[src/rtl/alu_arbiter_if.sv]
// Instruction encoding shared with the alu, and the request/ALU/response bundle
// between issue logic, the arbiter and the alu instance.
package alu_arbiter_pkg;
  typedef enum logic [3:0] {
    kADDU = 4'h0,
    kSUBU = 4'h1,
    kAND  = 4'h2,
    kOR   = 4'h3,
    kXOR  = 4'h4,
    kSLT  = 4'h5,
    kBEQZ = 4'h6,
    kBNEZ = 4'h7
  } instruction_s;
endpackage

interface alu_arbiter_if
  import alu_arbiter_pkg::*;
#(
  parameter int unsigned NUM_REQ = 4,
  parameter int unsigned ID_W    = $clog2(NUM_REQ)
);
  logic [NUM_REQ-1:0]        req_valid_i;
  logic [NUM_REQ-1:0]        req_ready_o;
  logic [NUM_REQ-1:0][31:0]  req_rd_i;
  logic [NUM_REQ-1:0][31:0]  req_rs_i;
  instruction_s [NUM_REQ-1:0] req_op_i;
  logic [31:0]               alu_rd_o;
  logic [31:0]               alu_rs_o;
  instruction_s              alu_op_o;
  logic [31:0]               alu_result_i;
  logic                      alu_jump_now_i;
  logic                      rsp_valid_o;
  logic                      rsp_ready_i;
  logic [ID_W-1:0]           rsp_id_o;
  logic [31:0]               rsp_result_o;
  logic                      rsp_jump_o;

  modport slave (
    input  req_valid_i, req_rd_i, req_rs_i, req_op_i,
           alu_result_i, alu_jump_now_i, rsp_ready_i,
    output req_ready_o, alu_rd_o, alu_rs_o, alu_op_o,
           rsp_valid_o, rsp_id_o, rsp_result_o, rsp_jump_o
  );

  modport master (
    output req_valid_i, req_rd_i, req_rs_i, req_op_i,
           alu_result_i, alu_jump_now_i, rsp_ready_i,
    input  req_ready_o, alu_rd_o, alu_rs_o, alu_op_o,
           rsp_valid_o, rsp_id_o, rsp_result_o, rsp_jump_o
  );
endinterface

[src/rtl/alu_arbiter.sv]
// Shares one combinational alu between NUM_REQ requesters: arbitrate, register operands,
// capture the result a cycle later. Define ALU_ARB_RR_EN for round-robin, else fixed priority.
module alu_arbiter
  import alu_arbiter_pkg::*;
#(
  parameter int unsigned NUM_REQ = 4,
  parameter int unsigned ID_W    = $clog2(NUM_REQ)
) (
  input  logic         clk,
  input  logic         n_reset_i,
  alu_arbiter_if.slave bus
);
  typedef enum logic [1:0] {IDLE, EXEC, RESP} state_e;

  state_e          state_q, state_d;
  logic [ID_W-1:0] last_q;
  logic [ID_W-1:0] grant;
  logic            grant_vld;
  logic            can_accept;
  logic            accept;
  logic [31:0]     alu_rd_q, alu_rs_q;
  instruction_s    alu_op_q;
  logic [31:0]     rsp_result_q;
  logic [ID_W-1:0] rsp_id_q;
  logic            rsp_jump_q;

  always_comb begin : arbitrate
    int unsigned idx;
    grant     = '0;
    grant_vld = 1'b0;
    idx       = 0;
    for (int unsigned k = 0; k < NUM_REQ; k++) begin
`ifdef ALU_ARB_RR_EN
      idx = 32'(last_q) + k + 1;
      if (idx >= NUM_REQ) idx = idx - NUM_REQ;
`else
      idx = k;
`endif
      if (!grant_vld && bus.req_valid_i[ID_W'(idx)]) begin
        grant_vld = 1'b1;
        grant     = ID_W'(idx);
      end
    end
  end

  assign can_accept = n_reset_i && ((state_q == IDLE) || ((state_q == RESP) && bus.rsp_ready_i));
  assign accept     = grant_vld && can_accept;

  always_comb begin
    bus.req_ready_o = '0;
    if (accept) bus.req_ready_o[grant] = 1'b1;
  end

  always_comb begin
    state_d = state_q;
    unique case (state_q)
      IDLE:    if (accept) state_d = EXEC;
      EXEC:    state_d = RESP;
      RESP:    if (bus.rsp_ready_i) state_d = accept ? EXEC : IDLE;
      default: state_d = IDLE;
    endcase
  end

  always_ff @(posedge clk or negedge n_reset_i) begin
    if (!n_reset_i) state_q <= IDLE;
    else            state_q <= state_d;
  end

  // last_q always equals the accepted ID while in EXEC, so it doubles as the owner ID.
  always_ff @(posedge clk or negedge n_reset_i) begin
    if (!n_reset_i) begin
      last_q       <= ID_W'(NUM_REQ - 1);
      alu_rd_q     <= '0;
      alu_rs_q     <= '0;
      alu_op_q     <= kADDU;
      rsp_result_q <= '0;
      rsp_id_q     <= '0;
      rsp_jump_q   <= 1'b0;
    end else begin
      if (accept) begin
        last_q   <= grant;
        alu_rd_q <= bus.req_rd_i[grant];
        alu_rs_q <= bus.req_rs_i[grant];
        alu_op_q <= bus.req_op_i[grant];
      end
      if (state_q == EXEC) begin
        rsp_result_q <= bus.alu_result_i;
        rsp_jump_q   <= bus.alu_jump_now_i;
        rsp_id_q     <= last_q;
      end
    end
  end

  assign bus.alu_rd_o     = alu_rd_q;
  assign bus.alu_rs_o     = alu_rs_q;
  assign bus.alu_op_o     = alu_op_q;
  assign bus.rsp_valid_o  = (state_q == RESP);
  assign bus.rsp_id_o     = rsp_id_q;
  assign bus.rsp_result_o = rsp_result_q;
  assign bus.rsp_jump_o   = rsp_jump_q;
endmodule

[src/flat_wrapper.sv]
// flat-port wrapper written by rule: the top's interface ports become plain ports
module alu_arbiter_flat import alu_arbiter_pkg::*;
#(
  parameter int unsigned NUM_REQ = 4,
  parameter int unsigned ID_W    = $clog2(NUM_REQ)
)
  (clk, n_reset_i, bus_req_valid_i, bus_req_rd_i, bus_req_rs_i, bus_req_op_i, bus_alu_result_i, bus_alu_jump_now_i, bus_rsp_ready_i, bus_req_ready_o, bus_alu_rd_o, bus_alu_rs_o, bus_alu_op_o, bus_rsp_valid_o, bus_rsp_id_o, bus_rsp_result_o, bus_rsp_jump_o);
  alu_arbiter_if #(.NUM_REQ(NUM_REQ), .ID_W(ID_W)) bus_i ();
  input  logic clk;
  input  logic n_reset_i;
  input wire logic [$bits(bus_i.req_valid_i)-1:0] bus_req_valid_i;
  input wire logic [$bits(bus_i.req_rd_i)-1:0] bus_req_rd_i;
  input wire logic [$bits(bus_i.req_rs_i)-1:0] bus_req_rs_i;
  input wire logic [$bits(bus_i.req_op_i)-1:0] bus_req_op_i;
  input wire logic [$bits(bus_i.alu_result_i)-1:0] bus_alu_result_i;
  input wire logic [$bits(bus_i.alu_jump_now_i)-1:0] bus_alu_jump_now_i;
  input wire logic [$bits(bus_i.rsp_ready_i)-1:0] bus_rsp_ready_i;
  output wire logic [$bits(bus_i.req_ready_o)-1:0] bus_req_ready_o;
  output wire logic [$bits(bus_i.alu_rd_o)-1:0] bus_alu_rd_o;
  output wire logic [$bits(bus_i.alu_rs_o)-1:0] bus_alu_rs_o;
  output wire logic [$bits(bus_i.alu_op_o)-1:0] bus_alu_op_o;
  output wire logic [$bits(bus_i.rsp_valid_o)-1:0] bus_rsp_valid_o;
  output wire logic [$bits(bus_i.rsp_id_o)-1:0] bus_rsp_id_o;
  output wire logic [$bits(bus_i.rsp_result_o)-1:0] bus_rsp_result_o;
  output wire logic [$bits(bus_i.rsp_jump_o)-1:0] bus_rsp_jump_o;
  assign bus_i.req_valid_i = bus_req_valid_i;
  assign bus_i.req_rd_i = bus_req_rd_i;
  assign bus_i.req_rs_i = bus_req_rs_i;
  assign bus_i.req_op_i = bus_req_op_i;
  assign bus_i.alu_result_i = bus_alu_result_i;
  assign bus_i.alu_jump_now_i = bus_alu_jump_now_i;
  assign bus_i.rsp_ready_i = bus_rsp_ready_i;
  assign bus_req_ready_o = bus_i.req_ready_o;
  assign bus_alu_rd_o = bus_i.alu_rd_o;
  assign bus_alu_rs_o = bus_i.alu_rs_o;
  assign bus_alu_op_o = bus_i.alu_op_o;
  assign bus_rsp_valid_o = bus_i.rsp_valid_o;
  assign bus_rsp_id_o = bus_i.rsp_id_o;
  assign bus_rsp_result_o = bus_i.rsp_result_o;
  assign bus_rsp_jump_o = bus_i.rsp_jump_o;
  alu_arbiter #(.NUM_REQ(NUM_REQ), .ID_W(ID_W)) u_core (.clk(clk), .n_reset_i(n_reset_i), .bus(bus_i));
endmodule
[config.mk]
export PLATFORM = sky130hd
export DESIGN_NAME = alu_arbiter_flat
export DESIGN_NICKNAME = d
export VERILOG_FILES = /design/src/rtl/alu_arbiter_if.sv /design/src/rtl/alu_arbiter.sv /design/src/flat_wrapper.sv
export SDC_FILE = /design/constraint.sdc
export NUM_CORES = 1
export LEC_CHECK = 0
export ABC_AREA = 1
export BUFFER_PORTS_ARGS = -buffer_cell sky130_fd_sc_hd__buf_2
export CORE_AREA = 3 3 160 162
export CTS_BUF_LIST = sky130_fd_sc_hd__clkbuf_4
export DETAILED_ROUTE_END_ITERATION = 7
export DIE_AREA = 0 0 163 165
export PLACE_DENSITY = 0.69
export SETUP_SLACK_MARGIN = 0.3
export SLEW_MARGIN = 10
export SYNTH_ARGS = -nofsm -noshare
export SYNTH_HDL_FRONTEND = slang
export SYNTH_SLANG_ARGS = --single-unit
[constraint.sdc]
create_clock -name clk -period 3.3 [get_ports clk]
set_input_delay 0.495 -clock clk [delete_from_list [all_inputs] [get_ports clk]]
set_output_delay 0.495 -clock clk [all_outputs]
set_load 0.02 [all_outputs]
==> out/metrics.json <==
{
  "synth": {
    "synth_ff_type": "dfrtp_1",
    "postSynth.asyncResetShare_pct": 100,
    "synth_edf_count": 0,
    "synth_area_per_cell_um2": 6.25,
    "seq_area_frac_synth_pct": 35.7,
    "synth_top_area_cell": "dfrtp_1",
    "yosys.cell_types.count": 20,
    "ys_warn_count": 0,
    "synthDominantCellAreaShare_pct": 35.0,
    "syn_nets": 1513,
    "netlist_top_cells_area": "dfrtp_1 35%, nand2_1 21%, nand3_1 18%, inv_1 14%, mux2_2 4.9%",
    "post_synth_instance_area_um2": 7510,
    "synth.ff_latch_count": 107,
    "synthesized_instance_count": 1201
  },
  "timing": {
    "final_period_minus_worst_setup_slack_ns": 2.23,
    "setup-violations-final": 0,
    "worstMarginPinSlew_ns": 0.893,
    "fmax_ghz": 0.448,
    "finalHoldWorstSlack_ns": 0.0682,
    "finalWorstSetupSlack_ns": 1.07,
    "final_hold_violation_count": 0,
    "fin_setup_tns_ns": 0,
    "period_share_pct": 67.6,
    "timing.clock.skew_ns": 0.0300,
    "maxSlewHeadroom_pct": 40.5,
    "final_max_slew_viol_count": 0,
    "rsz0062_at_grt": "no"
  },
  "die": {
    "initial_utilization_pct": 31.0,
    "die_x_um": 163,
    "fp-row-count": 57,
    "num_io_pins": 420,
    "floorplan.die_area_um2": 26900,
    "die_height_um": 165,
    "core_area_um2": 24200
  },
  "cts": {
    "clock_tree.buffer_depth": 2,
    "cts_tree": "done",
    "cts-buffers-inserted": 9,
    "clkSinkCount": 107,
    "cts.repair.resized": 0,
    "path_clk_slew_ns": 0.19,
    "buffer_type_at_the_clock_tree_root": "clkbuf_4",
    "cts.hold.buffers_added": 0,
    "htree_num_levels": 3,
    "worst_skew_pair_later_pin_latency_ns": 0.48,
    "number_of_setup_buffers_added_after_cts": 0
  },
  "critical_path": {
    "worstSetupStartpoint": "u_core.state_q[1]",
    "reg2reg_depth": 8,
    "worstSetupEndpointType": "primary output",
    "required_ns": 2.80,
    "crit_chain": "inv_2 -> nor2_1 -> nor3b_2 -> nand2_4 -> nor3_1 -> buf_2",
    "worst-endpoint-arrival_ns": 1.74,
    "worst-setup-path-type": "reg -> out",
    "crit_path_start_kind": "register",
    "timing.critical_path.fanout_max": 10,
    "crit-reg2reg-launch": "u_core.state_q[1]",
    "timing.critical_path.slowest_cell_delay_ns": 0.40,
    "slowest_stage": "dfrtp_1"
  },
  "placement": {
    "preCtsSetupSlack_ns": 0.968,
    "routabilityCongestion": 0.892,
    "post-dp-hpwl_mm": 20.3,
    "numPortBuffers": 419
  },
  "global_route": {
    "grt_antenna_before_repair": 6,
    "gr-max-usage-layer": "met2",
    "grtUsageMet2_pct": 34.1,
    "grt_first_pass_wirelength_mm": 40.8,
    "pin_count_of_the_biggest_net_entering_global_routing": 80,
    "track_usage_pct": 18.9,
    "grt_util_met3_pct": 4.49,
    "use_met1_pct": 22.2,
    "grt.overflow.total": 0,
    "first_global_vias": 8146
  },
  "routing": {
    "drt-total-wl_mm": 26.9,
    "via_per_inst": 4.53,
    "num_vias": 8609,
    "dr.first_iter.drc_count": 456,
    "detail_route.wl_per_cell_um": 14.1,
    "drtPass1Iterations": 4,
    "detail_route.drc_violations": 0,
    "final_antenna_violating_net_count": 0
  },
  "power": {
    "p_leak_nw": 6.52,
    "ir_drop_v": 0.000396,
    "p_per_area_nw_per_um2": 493
  },
  "run_status": {
    "run_status": "completed"
  },
  "final_layout": {
    "share_of_final_layout_standard_cells_stronger_than_drive_strength_1_pct": 31.5,
    "post_synthesis_to_final_layout_area_growth_pct": 32.6,
    "fin_nets": 1883
  },
  "run": {
    "maxCapViolCount": 0
  },
  "hold_path": {
    "worstHoldPathType": "in -> async"
  }
}
==> critical path: cells and delay by family (launching register included) <==
family	cells	cell delay (ns)
simple gates	4	0.61
buf+inv	2	0.27
flops	1	0.40
==> sequential cells by signal (all words and copies together) (netlist names) <==
register	flops
u_core.bus.alu_rd_o	32
u_core.bus.alu_rs_o	32
u_core.bus.rsp_result_o	32
u_core.bus.alu_op_o	4
u_core.bus.rsp_id_o	2
u_core.last_q	2
u_core.state_q	2
u_core.bus.rsp_jump_o	1
==> final timing paths <==
check                                                    to  slack (ns)
worst max-delay path                     bus_req_ready_o[0]        1.07
worst min register to register      u_core.bus.alu_rs_o[19]        0.49
min in group clk                u_core.bus.rsp_result_o[27]        0.23
max in group asynchronous                 u_core.state_q[0]        1.93
worst min-delay path                 u_core.bus.alu_rs_o[7]        0.07
worst max register to register      u_core.bus.alu_rs_o[11]        1.33
==> cell type report <==
type | count | area (µm²)
clock buffer | 10 | 75.1
antenna | 2 | 5.00
tap | 324 | 405
inverter | 280 | 1050
clock inverter | 6 | 57.6
sequential | 107 | 2680
fill | 2600 | 14300
timing repair buffer | 436 | 2250
multi-input combinational | 737 | 3430
==> cells in the final DEF, fill, tap and decap left out, drive strengths merged <==
master and instances:
buf 436, clkbuf 10, clkinv 4, dfrtp 105
dfstp 2, diode 2, inv 282, mux2 33
nand2 416, nand3 273, nand3b 1, nor2 6
nor3 1, nor3b 1, o21ai 6
==> cells by family (layout without fill, tap and decap cells) <==
family,Yosys count,in the layout,synth area share (%)
AO/OA/AOI/OAI,6,6,0.450
multiplexers,33,33,4.95
other,0,2,0
flip-flops,107,107,35.7
buffers and inverters,357,732,19.1
AND/OR/NAND/NOR,698,698,39.8
==> synthesized netlist by cell type, drive strengths merged (2+ instances only) <==
library cell,n
nand2,416
inv,280
nand3,273
dfrtp,105
buf,60
mux2,33
clkbuf,17
nor2,6
o21ai,6
dfstp,2
==> layer usage <==
layer | part of all wire [%] | vias to the layer above
met2 | 50 | 354
met1 | 40 | 3899
li1 | - | 4314
met5 | 0.16 | -
met3 | 7.9 | 34
met4 | 2.1 | 8
==> power by group <==
part	leakage (nW)	switching [mW]	internal (mW)
clock network	0.0746	0.490	0.180
registers	1.29	0.235	1.74
logic	5.15	1.43	0.832
total	6.52	2.16	2.75
==> metrics by stage <==
step,area [µm²],instances,power [mW],utilization (%)
global placement,9820,1884,4.25,40.5
floorplan,7510,1201,3.32,-
finish,9960,1902,4.91,41.1
detailed placement,9820,1884,4.29,40.5
global route,9960,1902,5.27,41.1
CTS,9950,1900,4.99,41.0
Note: power is estimated with default switching activity, not from simulation.
